===== src/rtl/bus_arbiter_pkg.sv =====
// Shared bus widths, arbiter state encoding and arbitration defaults.
// Imported by the interface and the arbiter.
package bus_arbiter_pkg;

    localparam int ADDR_W           = 32;
    localparam int DATA_W           = 32;
    localparam int SEL_W            = 4;
    localparam int STARVE_LIMIT_DEF = 2;
    localparam int TIMEOUT_DEF      = 255;

    typedef enum logic [1:0] {
        ST_IDLE   = 2'd0,
        ST_I_BUSY = 2'd1,
        ST_D_BUSY = 2'd2,
        ST_I_DROP = 2'd3
    } arb_state_e;

    function automatic logic [SEL_W-1:0] sel_all();
        return {SEL_W{1'b1}};
    endfunction

endpackage


===== src/rtl/bus_arbiter_if.sv =====
// External shared-bus bundle between the arbiter (master)
// and the memory/peripheral side (slave).
interface bus_arbiter_if;
    import bus_arbiter_pkg::*;

    logic              stb;
    logic              we;
    logic [SEL_W-1:0]  sel;
    logic [ADDR_W-1:0] addr;
    logic [DATA_W-1:0] wdata;
    logic [DATA_W-1:0] rdata;
    logic              ack;

    modport master (
        output stb, we, sel, addr, wdata,
        input  rdata, ack
    );

    modport slave (
        input  stb, we, sel, addr, wdata,
        output rdata, ack
    );

endinterface


===== src/rtl/bus_arbiter.sv =====
// Fetch/data arbiter onto one shared bus, with fetch starvation guard.
// Optional bus watchdog enabled by defining ARB_TIMEOUT_EN.
module bus_arbiter
    import bus_arbiter_pkg::*;
#(
    parameter int TIMEOUT_CYCLES = TIMEOUT_DEF,
    parameter int STARVE_LIMIT   = STARVE_LIMIT_DEF
) (
    input  logic              clk,
    input  logic              rst,
    input  logic              i_req_i,
    input  logic [ADDR_W-1:0] i_addr_i,
    output logic [DATA_W-1:0] i_data_o,
    output logic              i_ack_o,
    input  logic              d_req_i,
    input  logic              d_we_i,
    input  logic [SEL_W-1:0]  d_sel_i,
    input  logic [ADDR_W-1:0] d_addr_i,
    input  logic [DATA_W-1:0] d_wdata_i,
    output logic [DATA_W-1:0] d_rdata_o,
    output logic              d_ack_o,
    input  logic              flush_i,
    output logic              err_o,
    output logic              stallreq_o,
    bus_arbiter_if.master     bus
);

    localparam int SW = $clog2(STARVE_LIMIT + 1);

    arb_state_e        state_q;
    logic              stb_q;
    logic              we_q;
    logic [SEL_W-1:0]  sel_q;
    logic [ADDR_W-1:0] addr_q;
    logic [DATA_W-1:0] wdata_q;
    logic [DATA_W-1:0] i_data_q;
    logic [DATA_W-1:0] d_rdata_q;
    logic              i_ack_q;
    logic              d_ack_q;
    logic [SW-1:0]     starve_q;

    logic idle_ok;
    logic i_elig;
    logic starved;
    logic i_grant;
    logic d_grant;

`ifdef ARB_TIMEOUT_EN
    localparam int TW = $clog2(TIMEOUT_CYCLES + 1);

    logic [TW-1:0] to_q;
    logic          err_q;
    logic          to_fire;

    assign to_fire = (to_q == TW'(TIMEOUT_CYCLES - 1));
    assign err_o   = err_q;
`else
    logic unused_cfg;

    assign unused_cfg = (TIMEOUT_CYCLES > 0);
    assign err_o      = 1'b0;
`endif

    // Any ack cycle is a bus turnaround: no grant to either side.
    assign idle_ok = (state_q == ST_IDLE) && !i_ack_q && !d_ack_q;
    assign i_elig  = i_req_i && !flush_i;
    assign starved = (starve_q >= SW'(STARVE_LIMIT));
    assign i_grant = idle_ok && i_elig && (starved || !d_req_i);
    assign d_grant = idle_ok && d_req_i && !(i_elig && starved);

    assign stallreq_o = (i_req_i & ~i_ack_q) | (d_req_i & ~d_ack_q);

    assign i_data_o  = i_data_q;
    assign i_ack_o   = i_ack_q;
    assign d_rdata_o = d_rdata_q;
    assign d_ack_o   = d_ack_q;

    assign bus.stb   = stb_q;
    assign bus.we    = we_q;
    assign bus.sel   = sel_q;
    assign bus.addr  = addr_q;
    assign bus.wdata = wdata_q;

    always_ff @(posedge clk) begin
        if (rst) begin
            state_q   <= ST_IDLE;
            stb_q     <= 1'b0;
            we_q      <= 1'b0;
            sel_q     <= '0;
            addr_q    <= '0;
            wdata_q   <= '0;
            i_data_q  <= '0;
            d_rdata_q <= '0;
            i_ack_q   <= 1'b0;
            d_ack_q   <= 1'b0;
            starve_q  <= '0;
`ifdef ARB_TIMEOUT_EN
            to_q      <= '0;
            err_q     <= 1'b0;
`endif
        end else begin
            i_ack_q <= 1'b0;
            d_ack_q <= 1'b0;
`ifdef ARB_TIMEOUT_EN
            err_q   <= 1'b0;
            to_q    <= (state_q == ST_IDLE) ? '0 : to_q + TW'(1);
`endif
            unique case (state_q)
                ST_IDLE: begin
                    if (d_grant) begin
                        state_q <= ST_D_BUSY;
                        stb_q   <= 1'b1;
                        we_q    <= d_we_i;
                        sel_q   <= d_sel_i;
                        addr_q  <= d_addr_i;
                        wdata_q <= d_wdata_i;
                    end else if (i_grant) begin
                        state_q <= ST_I_BUSY;
                        stb_q   <= 1'b1;
                        we_q    <= 1'b0;
                        sel_q   <= sel_all();
                        addr_q  <= i_addr_i;
                        wdata_q <= '0;
                    end
                end
                ST_I_BUSY: begin
                    if (bus.ack) begin
                        state_q <= ST_IDLE;
                        stb_q   <= 1'b0;
                        if (!flush_i) begin
                            i_ack_q  <= 1'b1;
                            i_data_q <= bus.rdata;
                        end
                    end
`ifdef ARB_TIMEOUT_EN
                    else if (to_fire) begin
                        state_q <= ST_IDLE;
                        stb_q   <= 1'b0;
                        if (!flush_i) begin
                            i_ack_q  <= 1'b1;
                            err_q    <= 1'b1;
                            i_data_q <= '0;
                        end
                    end
`endif
                    else if (flush_i) begin
                        state_q <= ST_I_DROP;
                    end
                end
                ST_D_BUSY: begin
                    if (bus.ack) begin
                        state_q   <= ST_IDLE;
                        stb_q     <= 1'b0;
                        d_ack_q   <= 1'b1;
                        d_rdata_q <= bus.rdata;
                    end
`ifdef ARB_TIMEOUT_EN
                    else if (to_fire) begin
                        state_q   <= ST_IDLE;
                        stb_q     <= 1'b0;
                        d_ack_q   <= 1'b1;
                        err_q     <= 1'b1;
                        d_rdata_q <= '0;
                    end
`endif
                end
                ST_I_DROP: begin
                    // Flushed fetch: let the bus finish, report nothing.
                    if (bus.ack) begin
                        state_q <= ST_IDLE;
                        stb_q   <= 1'b0;
                    end
`ifdef ARB_TIMEOUT_EN
                    else if (to_fire) begin
                        state_q <= ST_IDLE;
                        stb_q   <= 1'b0;
                    end
`endif
                end
                default: state_q <= ST_IDLE;
            endcase

            if (!i_req_i || i_grant) begin
                starve_q <= '0;
            end else if (d_grant && !starved) begin
                starve_q <= starve_q + SW'(1);
            end
        end
    end

endmodule


===== src/flat_wrapper.sv =====
// flat-port wrapper written by rule: the top's interface ports become plain ports
module bus_arbiter_flat import bus_arbiter_pkg::*;
#(
    parameter int TIMEOUT_CYCLES = TIMEOUT_DEF,
    parameter int STARVE_LIMIT   = STARVE_LIMIT_DEF
)
  (clk, rst, i_req_i, i_addr_i, i_data_o, i_ack_o, d_req_i, d_we_i, d_sel_i, d_addr_i, d_wdata_i, d_rdata_o, d_ack_o, flush_i, err_o, stallreq_o, bus_stb, bus_we, bus_sel, bus_addr, bus_wdata, bus_rdata, bus_ack);
  bus_arbiter_if bus_i ();
  input  logic clk;
  input  logic rst;
  input  logic i_req_i;
  input  logic [ADDR_W-1:0] i_addr_i;
  output logic [DATA_W-1:0] i_data_o;
  output logic i_ack_o;
  input  logic d_req_i;
  input  logic d_we_i;
  input  logic [SEL_W-1:0] d_sel_i;
  input  logic [ADDR_W-1:0] d_addr_i;
  input  logic [DATA_W-1:0] d_wdata_i;
  output logic [DATA_W-1:0] d_rdata_o;
  output logic d_ack_o;
  input  logic flush_i;
  output logic err_o;
  output logic stallreq_o;
  output wire logic [$bits(bus_i.stb)-1:0] bus_stb;
  output wire logic [$bits(bus_i.we)-1:0] bus_we;
  output wire logic [$bits(bus_i.sel)-1:0] bus_sel;
  output wire logic [$bits(bus_i.addr)-1:0] bus_addr;
  output wire logic [$bits(bus_i.wdata)-1:0] bus_wdata;
  input wire logic [$bits(bus_i.rdata)-1:0] bus_rdata;
  input wire logic [$bits(bus_i.ack)-1:0] bus_ack;
  assign bus_stb = bus_i.stb;
  assign bus_we = bus_i.we;
  assign bus_sel = bus_i.sel;
  assign bus_addr = bus_i.addr;
  assign bus_wdata = bus_i.wdata;
  assign bus_i.rdata = bus_rdata;
  assign bus_i.ack = bus_ack;
  bus_arbiter #(.TIMEOUT_CYCLES(TIMEOUT_CYCLES), .STARVE_LIMIT(STARVE_LIMIT)) u_core (.clk(clk), .rst(rst), .i_req_i(i_req_i), .i_addr_i(i_addr_i), .i_data_o(i_data_o), .i_ack_o(i_ack_o), .d_req_i(d_req_i), .d_we_i(d_we_i), .d_sel_i(d_sel_i), .d_addr_i(d_addr_i), .d_wdata_i(d_wdata_i), .d_rdata_o(d_rdata_o), .d_ack_o(d_ack_o), .flush_i(flush_i), .err_o(err_o), .stallreq_o(stallreq_o), .bus(bus_i));
endmodule

===== config.mk =====
export PLATFORM = sky130hd
export DESIGN_NAME = bus_arbiter_flat
export DESIGN_NICKNAME = d
export VERILOG_FILES = /design/src/rtl/bus_arbiter_pkg.sv /design/src/rtl/bus_arbiter_if.sv /design/src/rtl/bus_arbiter.sv /design/src/flat_wrapper.sv
export SDC_FILE = /design/constraint.sdc
export NUM_CORES = 1
export LEC_CHECK = 0
export ABC_CLOCK_PERIOD_IN_PS = 2800
export BUFFER_PORTS_ARGS = -buffer_cell sky130_fd_sc_hd__buf_2
export CELL_PAD_IN_SITES_DETAIL_PLACEMENT = 0
export CELL_PAD_IN_SITES_GLOBAL_PLACEMENT = 1
export CORE_MARGIN = 2
export CORE_UTILIZATION = 32
export CTS_CLUSTER_SIZE = 12
export DETAILED_ROUTE_END_ITERATION = 16
export PLACE_DENSITY = 0.84
export SLEW_MARGIN = 5
export SYNTH_ARGS = -nofsm -noshare
export SYNTH_HDL_FRONTEND = slang
export SYNTH_SLANG_ARGS = --single-unit
export TNS_END_PERCENT = 1

===== constraint.sdc =====
create_clock -name clk -period 2.8 [get_ports clk]
set_clock_uncertainty 0.15 [all_clocks]
set_input_delay 0.56 -clock clk [delete_from_list [all_inputs] [get_ports clk]]
set_output_delay 0.56 -clock clk [all_outputs]
set_load 0.02 [all_outputs]

==> summary.md, run 1 <==
| Metric | Value |
|---|---|
| Final hold vios | `0` |
| DRC viols | `0` |
| #FFs+latches synth | `140` |
| Setup CP Type | `register to register` |
| GR Overflow Total | `0` |
| Yosys warns | `0` |
| Hold Slack | `0.241 ns` |
| Async SR Flop Fraction | `0%` |
| Cell taking the most area after synthesis | `dfxtp_1` |
| Core area | `around 17,000 um2` |
| DPL Wire Length | `about 12,000 um` |
| Global-route wire length before repair | `approximately 27,000 um` |
| Metal2 WL | `about 8000 um` |
| Critical path arrival | `2.40 ns` |
| Syn nets | `just under 800` |
| Drt first-iter violations | `roughly 230` |
| Hold/Removal Path Class | `primary input to register` |
| Initial Util | `roughly a third` |
| Met1 WL | `approximately 7600 um` |
| Top Layer Used | `met4` |
| Max-cap check violation count | `0` |
| Seq/Total Area, Yosys | `between 50 and 60%` |
| Setup Fix Bufs, Post-CTS | `0` |
| Routed WL | `between 15,000 and 20,000 um` |
| CTS tree | `done` |
| Die width | `approximately 130 um` |
| Crit start category | `register` |
| Max-Slew Margin vs Limit | `approximately half` |
| Reg-to-reg startpoint | `u_core.state_q[1]$_SDFFE_PP0P_` |
| Post-synth EDFFs | `0` |
| Synth unique cells | `31` |
| Synth top cells by count | `dfxtp_1, nand2_1, nor2_1` |
| Layout area overhead | `40.3%` |
| Die height | `roughly 130 um` |
| Fin. max-slew vios | `0` |
| Synth area leaders | `dfxtp_1, nand2_1, nor2_1, a2111oi_2, a21oi_1` |
| Gr usage total | `a little under a fifth` |
| Finish-stage setup viols | `0` |
| Initial antenna violation count | `0` |
| Hold Buf Count CTS | `0` |
| Longest Clk Path Bufs | `2` |
| Clk root buf | `clkbuf_16` |
| Worst-path maximum fanout | `36` |
| DRT antenna net count | `0` |
| H-tree depth | `4` |
| Routed via count | `5,525` |
| Gate count of the mapped netlist | `around 640` |
| Crit path from | `u_core.state_q[1]$_SDFFE_PP0P_` |
| Layout cell share with drive strength beyond 1 | `between 40% and 50%` |
| RSZ-0062 raised after global routing | `false` |
| Fin crit period | `~2.3 ns` |
| PortBufs | `~280` |
| Post-route clock period utilization | `between 80 and 90%` |
| Worst-Margin Slew | `0.763 ns` |
| Worst EP required | `2.95 ns` |
| Vias in the first global route | `5,319` |
| Num rows | `47` |
| Synth Cell Area | `about 5400 um2` |
| Nets@finish | `a little over 1,000` |
| Worst-skew pair later-pin latency | `approximately 0.4 ns` |
| Status | `finished, final reports clean` |
| Post-route setup TNS | `0 ns` |
| PwrDens | `between 700 and 800 nW/um2` |
| Main synth FF type | `dfxtp_1` |
| Leakage power | `~3.4 nW` |
| Met3 wire len | `1810 um` |
| Max Fclk | `between 400 and 500 MHz` |
| Vias per cell | `just under 5` |
| Wire per inst | `between 15 and 20 um` |
| CTS Sinks | `140` |
| Clock transition at the registers of the reported paths | `0.06 ns` |
| Max VDD drop | `about 0.4 mV` |
| Mean post-synth cell area | `between 8 and 9 um2` |
| TritonCTS buffer count | `17` |
| Die area | `between 15,000 and 20,000 um2` |
| Boundary Pins | `~280` |
| First drt pass iteration count | `6` |
| Hold_sp | `bus_rdata[28]` |
| Gpl congestion | `0.751` |
| Post-CTS Resized | `0` |
| Largest net degree at the start of global routing | `58` |
| Placement Cell Area | `~7100 um2` |
| Design Area, Final | `about 7600 um2` |
| CP endpoint kind | `register` |
| Yosys top cell area share | `about half` |
| Diodes inserted | `0` |
| Count leader, synth | `dfxtp_1` |
==> per-layer routing <==
metal	vias up	GRT usage, %
li1	2711	-
met1	2570	23.3
met2	232	30.8
met3	12	8.28
met4	0	4.74
met5	-	0
==> power by group <==
group | internal, mW | total [mW] | switching (mW)
clock | 1.27 | 2.17 | 0.902
combinational | 0.396 | 1.09 | 0.690
sequential | 2.14 | 2.21 | 0.0746
==> kinds of logic after synthesis <==
family          count (synthesis)  synth area share, %
buf+inv                        63                 5.08
fa+ha+maj                       1                0.230
compound gates                143                 21.0
other cells                     1               0.0689
simple gates                  289                 22.1
flops                         140                 51.5
==> final timing paths <==
check | endpoint | slack [ns] | cells after the start
worst min register to register | u_core.i_data_o[30]$_SDFFE_PP0P_ | 0.30 | 2
worst max-delay path | u_core.bus.addr[5]$_SDFFE_PP0P_ | 0.54 | 5
worst max register to register | u_core.bus.addr[5]$_SDFFE_PP0P_ | 0.54 | 5
worst min-delay path | u_core.d_rdata_o[28]$_SDFFE_PP0P_ | 0.24 | 3
==> critical path, cell delays in order, from the launching register on <==
cell       delay (ns)
dfxtp_1          0.40
or4_1            0.72
a21oi_4          0.20
buf_12           0.22
nor2_1           0.07
a2111oi_2        0.34
==> registers in the layout, indices dropped and copies added (netlist names) <==
register and cells:
u_core.bus.we 1, u_core.state_q 2, u_core.bus.addr 32, u_core.bus.stb 1, u_core.starve_q 2, u_core.i_data_o 32, u_core.d_rdata_o 32, u_core.bus.sel 4
u_core.d_ack_o 1, u_core.i_ack_o 1, u_core.bus.wdata 32
==> placed cells by master, fill, tap and decap left out, types with 2 or more instances in the layout <==
cell        count
inv_6           3
a21oi_1        68
dfxtp_1       140
o21ai_0         4
buf_4          16
a2111oi_2      26
clkbuf_8        2
buf_12          5
nor3_1         42
inv_1           4
clkinvlp_4      4
nor3b_2         2
buf_2         274
a2111oi_0       6
clkbuf_16      17
nor2_1        106
clkinv_2        4
nand2b_1        2
nand2_1       128
a32oi_1        33
==> area by class of cell <==
type / instances / area [um2]
Clock buffer: 19 / 453
Clock inverter: 13 / 115
Fill cell: 1670 / 8950
Inverter: 4 / 15.0
Multi-Input combinational cell: 434 / 2380
Sequential cell: 140 / 2800
Tap cell: 220 / 275
Timing Repair Buffer: 295 / 1590
==> metrics by stage <==
step	setup slack [ns]	std cells	power [mW]	utilization, %
2_1_floorplan	0.666	637	2.94	-
3_3_place_gp	0.515	1093	3.33	42.6
3_5_place_dp	0.493	1093	3.34	42.6
4_1_cts	0.550	1125	5.53	46.0
5_1_grt	0.425	1125	5.71	46.0
6_report	0.545	1125	5.47	46.0
Note: power is estimated with default switching activity, not from simulation.
==> run 2, diff against run 1 <==
--- a/config.mk
+++ b/config.mk
@@ -5,7 +5,7 @@
 export SDC_FILE = /design/constraint.sdc
 export NUM_CORES = 1
 export LEC_CHECK = 0
-export ABC_CLOCK_PERIOD_IN_PS = 2800
+export ABC_CLOCK_PERIOD_IN_PS = 2100
 export BUFFER_PORTS_ARGS = -buffer_cell sky130_fd_sc_hd__buf_2
 export CELL_PAD_IN_SITES_DETAIL_PLACEMENT = 0
 export CELL_PAD_IN_SITES_GLOBAL_PLACEMENT = 1
==> constraint.sdc (replaced) <==
create_clock -name clk -period 2.1 [get_ports clk]
set_clock_uncertainty 0.15 [all_clocks]
set_input_delay 0.42 -clock clk [delete_from_list [all_inputs] [get_ports clk]]
set_output_delay 0.42 -clock clk [all_outputs]
set_load 0.02 [all_outputs]
==> summary.md, run 2 (same netlist as run 1, synthesis figures left out) <==
| Metric | Value |
|---|---|
| DPL Wire Length | `roughly 12,000 um` |
| Diodes inserted | `0` |
| Largest net degree at the start of global routing | `between 40 and 50` |
| Num rows | `47` |
| DRT antenna net count | `0` |
| Max VDD drop | `roughly 0.56 mV` |
| Layout cell share with drive strength beyond 1 | `between 40% and 50%` |
| CTS tree | `done` |
| Pre-CTS setup slack | `0.0775 ns` |
| Max Fclk | `just over 500 MHz` |
| Initial Util | `between 30 and 40%` |
| Crit path cell chain | `or4_4, a21oi_4, buf_12, nor2_1, a2111oi_0` |
| Most frequent cells in the layout | `buf_2, dfxtp_1, nand2_1` |
| Commonest non-fill, non-tap cell in the layout | `buf_2` |
| Sw frac | `approximately 28%` |
| CTS Sinks | `between 100 and 150` |
| Design Area, Final | `around 7900 um2` |
| PortBufs | `275` |
| First drt pass iteration count | `4` |
| Wire per inst | `~16 um` |
| Setup CP Type | `register to register` |
| H-tree depth | `4` |
| DRC viols | `0` |
| Routed WL | `roughly 18,000 um` |
| Die area | `18,100 um2` |
| Global-route wire length before repair | `between 20,000 and 30,000 um` |
| Core area | `roughly 17,000 um2` |
| Finish-stage setup viols | `0` |
| TritonCTS buffer count | `17` |
| Longest Clk Path Bufs | `2` |
| Worst EP required | `approximately 2.2 ns` |
| Gpl congestion | `0.754` |
| Comb power frac | `between 10% and 20%` |
| Nets@finish | `a little over 1,000` |
| Vias in the first global route | `roughly 5,400` |
| Initial antenna violation count | `0` |
| Final worst setup slack | `0.134 ns` |
| Leakage power | `between 3 and 4 nW` |
| Boundary Pins | `about 280` |
| Drt first-iter violations | `roughly 300` |
| Final hold vios | `0` |
| Internal Power | `about 5.7 mW` |
| Routed via count | `~5,600` |
| CP endpoint kind | `register` |
| Layout area overhead | `44.9%` |
| GR Overflow Total | `0` |
| Status | `finished, final reports clean` |
| Clock transition at the registers of the reported paths | `approximately 0.060 ns` |
| Placement Cell Area | `between 7000 and 8000 um2` |
| Clock power share | `between 40% and 50%` |
| PwrDens | `approximately 1000 nW/um2` |
| Post-route clock period utilization | `between 90 and 100%` |
| Total placed cells including tap cells | `between 1,000 and 1,500` |
| CP max-delay cell | `or4_4` |
| RSZ-0062 raised after global routing | `false` |
| Fin crit period | `approximately 2.0 ns` |
| Die width | `134 um` |
| Vias per cell | `between 4 and 5` |
| Setup Fix Bufs, Post-CTS | `0` |
| Crit path largest cell delay | `0.57 ns` |
| Final core utilization | `47.5%` |
| Critical path arrival | `approximately 2.1 ns` |
| Die height | `134 um` |
| Crit start category | `register` |
| Hold/Removal Path Class | `primary input to register` |
| Layout Cells excl Fill | `roughly 1,100` |
| Clk root buf | `clkbuf_16` |
| Hold Slack | `between 0.09 and 0.1 ns` |
| Worst-path maximum fanout | `36` |
| Max-cap check violation count | `0` |
| Fin. max-slew vios | `0` |
| Worst-skew pair later-pin latency | `around 0.41 ns` |
| Gr usage total | `between 10% and 20%` |
| Post-route setup TNS | `0 ns` |
| Switching power | `roughly 2.2 mW` |
| Part of the power in registers | `37.3%` |
| Power Total | `7.90 mW` |
-- run 2: changes by cell type in the layout (fill, tap and decap cells not counted), sizes merged --
| cell | before | now |
|---|---|---|
| buf | 295 | 302 |
| bufinv | 1 | 6 |
| clkinv | 5 | 4 |
| clkinvlp | 4 | 1 |
| inv | 7 | 6 |
-- run 2: critical path, delay by kind of cell (launching register included) --
kind	cells	cell delay, ns
DFF	1	0.31
and+or+nand+nor	2	0.63
buffers and inverters	1	0.22
AOI/OAI and AO/OA	2	0.53
-- run 2: repair_timing --
item	4_1_cts	5_1_grt
hold buffers	0	0
endpoints found under the setup margin	0	12
gates resized for setup	0	5
-- run 2: final cells by class --
| cell class | instances | area, um2 |
|---|---|---|
| Fill cell | 1646 | 8700 |
| Sequential cell | 140 | 2800 |
| Multi-Input combinational cell | 434 | 2390 |
| Timing Repair Buffer | 302 | 1720 |
| Clock buffer | 19 | 443 |
| Tap cell | 220 | 275 |
| Clock inverter | 13 | 236 |
| Inverter | 4 | 15.0 |
-- run 2: path summary, 6_finish.rpt --
path,start,endpoint,slack [ns],depth (start not counted)
setup / recovery,u_core.state_q[1]$_SDFFE_PP0P_,u_core.bus.addr[31]$_SDFFE_PP0P_,0.13,5
hold / removal,bus_rdata[16],u_core.i_data_o[16]$_SDFFE_PP0P_,0.1,3
setup reg to reg,u_core.state_q[1]$_SDFFE_PP0P_,u_core.bus.addr[31]$_SDFFE_PP0P_,0.13,5
hold reg to reg,u_core.i_data_o[25]$_SDFFE_PP0P_,u_core.i_data_o[25]$_SDFFE_PP0P_,0.30,2
-- run 2: power groups by stage --
| stage | logic [mW] | clock network (mW) | registers, mW |
|---|---|---|---|
| final | 1.49 | 3.47 | 2.95 |
| after global routing | 1.62 | 3.67 | 2.96 |
| after CTS | 1.49 | 3.55 | 2.95 |
| after detailed placement | 1.49 | 0 | 3.00 |
| after global placement | 1.48 | 0 | 3.00 |
| after floorplan | 0.690 | 0 | 3.23 |
-- run 2: per-layer routing --
metal,part of all wire (%),vias to the layer above,track usage (%)
met1,44,2599,24.6
met5,0,-,0
met3,9.1,25,6.84
li1,-,2730,-
met4,1.8,0,7.43
met2,45,234,30.0
==> run 3, diff against run 2 <==
--- a/config.mk
+++ b/config.mk
@@ -9,6 +9,7 @@
 export BUFFER_PORTS_ARGS = -buffer_cell sky130_fd_sc_hd__buf_2
 export CELL_PAD_IN_SITES_DETAIL_PLACEMENT = 0
 export CELL_PAD_IN_SITES_GLOBAL_PLACEMENT = 1
+export CORE_ASPECT_RATIO = 0.9
 export CORE_MARGIN = 2
 export CORE_UTILIZATION = 32
 export CTS_CLUSTER_SIZE = 12
==> summary.md, run 3 (same netlist as run 1, synthesis figures left out) <==
| Metric | Value |
|---|---|
| Finish-stage setup viols | `0` |
| Boundary Pins | `~280` |
| Die width | `between 100 and 150 um` |
| Vias in the first global route | `slightly above 5,000` |
| R2R Path End | `u_core.bus.addr[3]$_SDFFE_PP0P_` |
| Gr usage total | `between 10% and 20%` |
| Reg2reg setup slack | `around 0.14 ns` |
| Fill cell count | `1,668` |
| Critical path arrival | `~2.1 ns` |
| Cell count of the worst hold path | `3` |
| Max Fclk | `a little over 500 MHz` |
| Post-route setup TNS | `0 ns` |
| Crit path largest cell delay | `about 0.38 ns` |
| Clock transition at the registers of the reported paths | `around 0.06 ns` |
| Max-cap check violation count | `0` |
| Hold EP | `u_core.i_data_o[18]$_SDFFE_PP0P_` |
| Worst-path maximum fanout | `32` |
| Core area | `about 17,000 um2` |
| Layout cell share with drive strength beyond 1 | `40.1%` |
| Worst Reg-to-Reg Cells | `7` |
| CP top delay family | `compound AO/OA/AOI/OAI gates` |
| Die height | `about 130 um` |
| RSZ-0062 raised after global routing | `false` |
| Design Area, Final | `about 7800 um2` |
| Routed via count | `around 5,600` |
| Fin. max-slew vios | `0` |
| CTS tree | `done` |
| Commonest non-fill, non-tap cell in the layout | `buf_2` |
| PwrDens | `just under 1000 nW/um2` |
| DRT antenna net count | `0` |
| Num rows | `45` |
| Crit path cell chain | `inv_1, ha_1, nor3b_2, a21o_1, nand2_2, buf_12, a2111oi_0` |
| Routed WL | `17,000 um` |
| Drt first-iter violations | `around 240` |
| H-tree depth | `4` |
| PortBufs | `275` |
| Most frequent cells in the layout | `buf_2, dfxtp_1, nand2_1` |
| Hold_sp | `bus_rdata[18]` |
| Die area | `around 18,000 um2` |
| CTS Sinks | `140` |
| Worst EP required | `2.24 ns` |
| Final core utilization | `between 40% and 50%` |
| DRC viols | `0` |
| Initial Util | `~32%` |
| Layout area overhead | `44.0%` |
| DPL Wire Length | `11,600 um` |
| CP endpoint kind | `register` |
| Setup Fix Bufs, Post-CTS | `0` |
| Vias per cell | `approximately 5.0` |
| CP max-delay cell | `a2111oi_0` |
| Status | `finished, final reports clean` |
| Worst-skew pair later-pin latency | `roughly 0.4 ns` |
| Gpl congestion | `around 0.81` |
| First drt pass iteration count | `5` |
| Leakage power | `around 3.5 nW` |
| Hold/Removal Path Class | `primary input to register` |
| Crit start category | `register` |
| Crit path buf inv count | `2` |
| Largest net degree at the start of global routing | `41` |
| Reg-to-reg startpoint | `u_core.starve_q[0]$_SDFFE_PP0P_` |
| Max VDD drop | `0.543 mV` |
| Post-route clock period utilization | `between 90 and 100%` |
| Nets@finish | `around 1,000` |
| Clk root buf | `clkbuf_16` |
| Longest Clk Path Bufs | `2` |
| GR Overflow Total | `0` |
| Fin crit period | `1.96 ns` |
| TritonCTS buffer count | `17` |
| Initial antenna violation count | `1` |
| Setup CP Type | `register to register` |
| Placement Cell Area | `around 7200 um2` |
| Final hold vios | `0` |
| Global-route wire length before repair | `26,600 um` |
| Wire per inst | `15.2 um` |
## run 3: changes by cell type in the layout (fill, tap and decap cells not counted), sizes merged
cell      before  now
bufinv         6    5
clkinvlp       1    0
diode          0    1
clkinv         4    5
buf          302  299
## run 3: routing by layer
| layer | share of wire, % | wire (um) | GRT usage, % | up-vias |
|---|---|---|---|---|
| li1 | - | - | - | 2732 |
| met1 | 43 | 7250 | 22.4 | 2563 |
| met2 | 46 | 7860 | 30.0 | 240 |
| met3 | 9.7 | 1650 | 7.99 | 15 |
| met4 | 1.4 | 235 | 5.00 | 0 |
| met5 | 0 | 0 | 0 | - |
## run 3: per-stage QoR
step	power, mW	hold slack, ns	cells	setup slack (ns)
2_1_floorplan	3.92	0.298	637	0.0156
3_3_place_gp	4.48	0.288	1088	0.111
3_5_place_dp	4.48	0.295	1088	0.0164
4_1_cts	7.82	0.0781	1119	0.0688
5_1_grt	8.08	0.0772	1120	0.0193
6_report	7.74	0.0978	1120	0.142
## run 3: layout make-up
| class | instances | area [um2] | area share [%] |
|---|---|---|---|
| clock buffer | 19 | 433 | 5.53 |
| clock inverter | 12 | 214 | 2.73 |
| multi-input combinational | 434 | 2390 | 30.5 |
| timing repair buffer | 299 | 1710 | 21.8 |
| inverter | 4 | 15.0 | 0.192 |
| sequential | 140 | 2800 | 35.8 |
| tap | 211 | 264 | 3.37 |
| antenna | 1 | 2.50 | 0.0320 |
## run 3: worst max path at each step
stage               slack, ns                               end                            start  cells past startpoint
floorplan                0.02  u_core.bus.addr[18]$_SDFFE_PP0P_   u_core.state_q[0]$_SDFFE_PP0P_                      8
global placement         0.11  u_core.bus.addr[22]$_SDFFE_PP0P_                          flush_i                      6
detailed placement       0.02   u_core.bus.addr[0]$_SDFFE_PP0P_                          flush_i                      6
CTS                      0.07   u_core.bus.addr[1]$_SDFFE_PP0P_   u_core.state_q[1]$_SDFFE_PP0P_                      5
global route             0.02   u_core.bus.addr[1]$_SDFFE_PP0P_  u_core.starve_q[0]$_SDFFE_PP0P_                      7
finish                   0.14   u_core.bus.addr[3]$_SDFFE_PP0P_  u_core.starve_q[0]$_SDFFE_PP0P_                      7
## run 3: where the power goes
part / internal (mW) / leakage (nW) / switching, mW / total (mW)
clock network: 2.12 / 0.314 / 1.19 / 3.32
logic: 0.553 / 2.02 / 0.922 / 1.47
registers: 2.85 / 1.14 / 0.0961 / 2.95
## run 3: what timing repair did
action                                  CTS  global route
endpoints found under the setup margin    0             5
resized for setup                         0             2
hold buffers                              0             0
## run 3: worst min-delay path, cell delays in order
cell	delay, ns
buf_2	0.10
nand2_1	0.05
a21oi_1	0.05
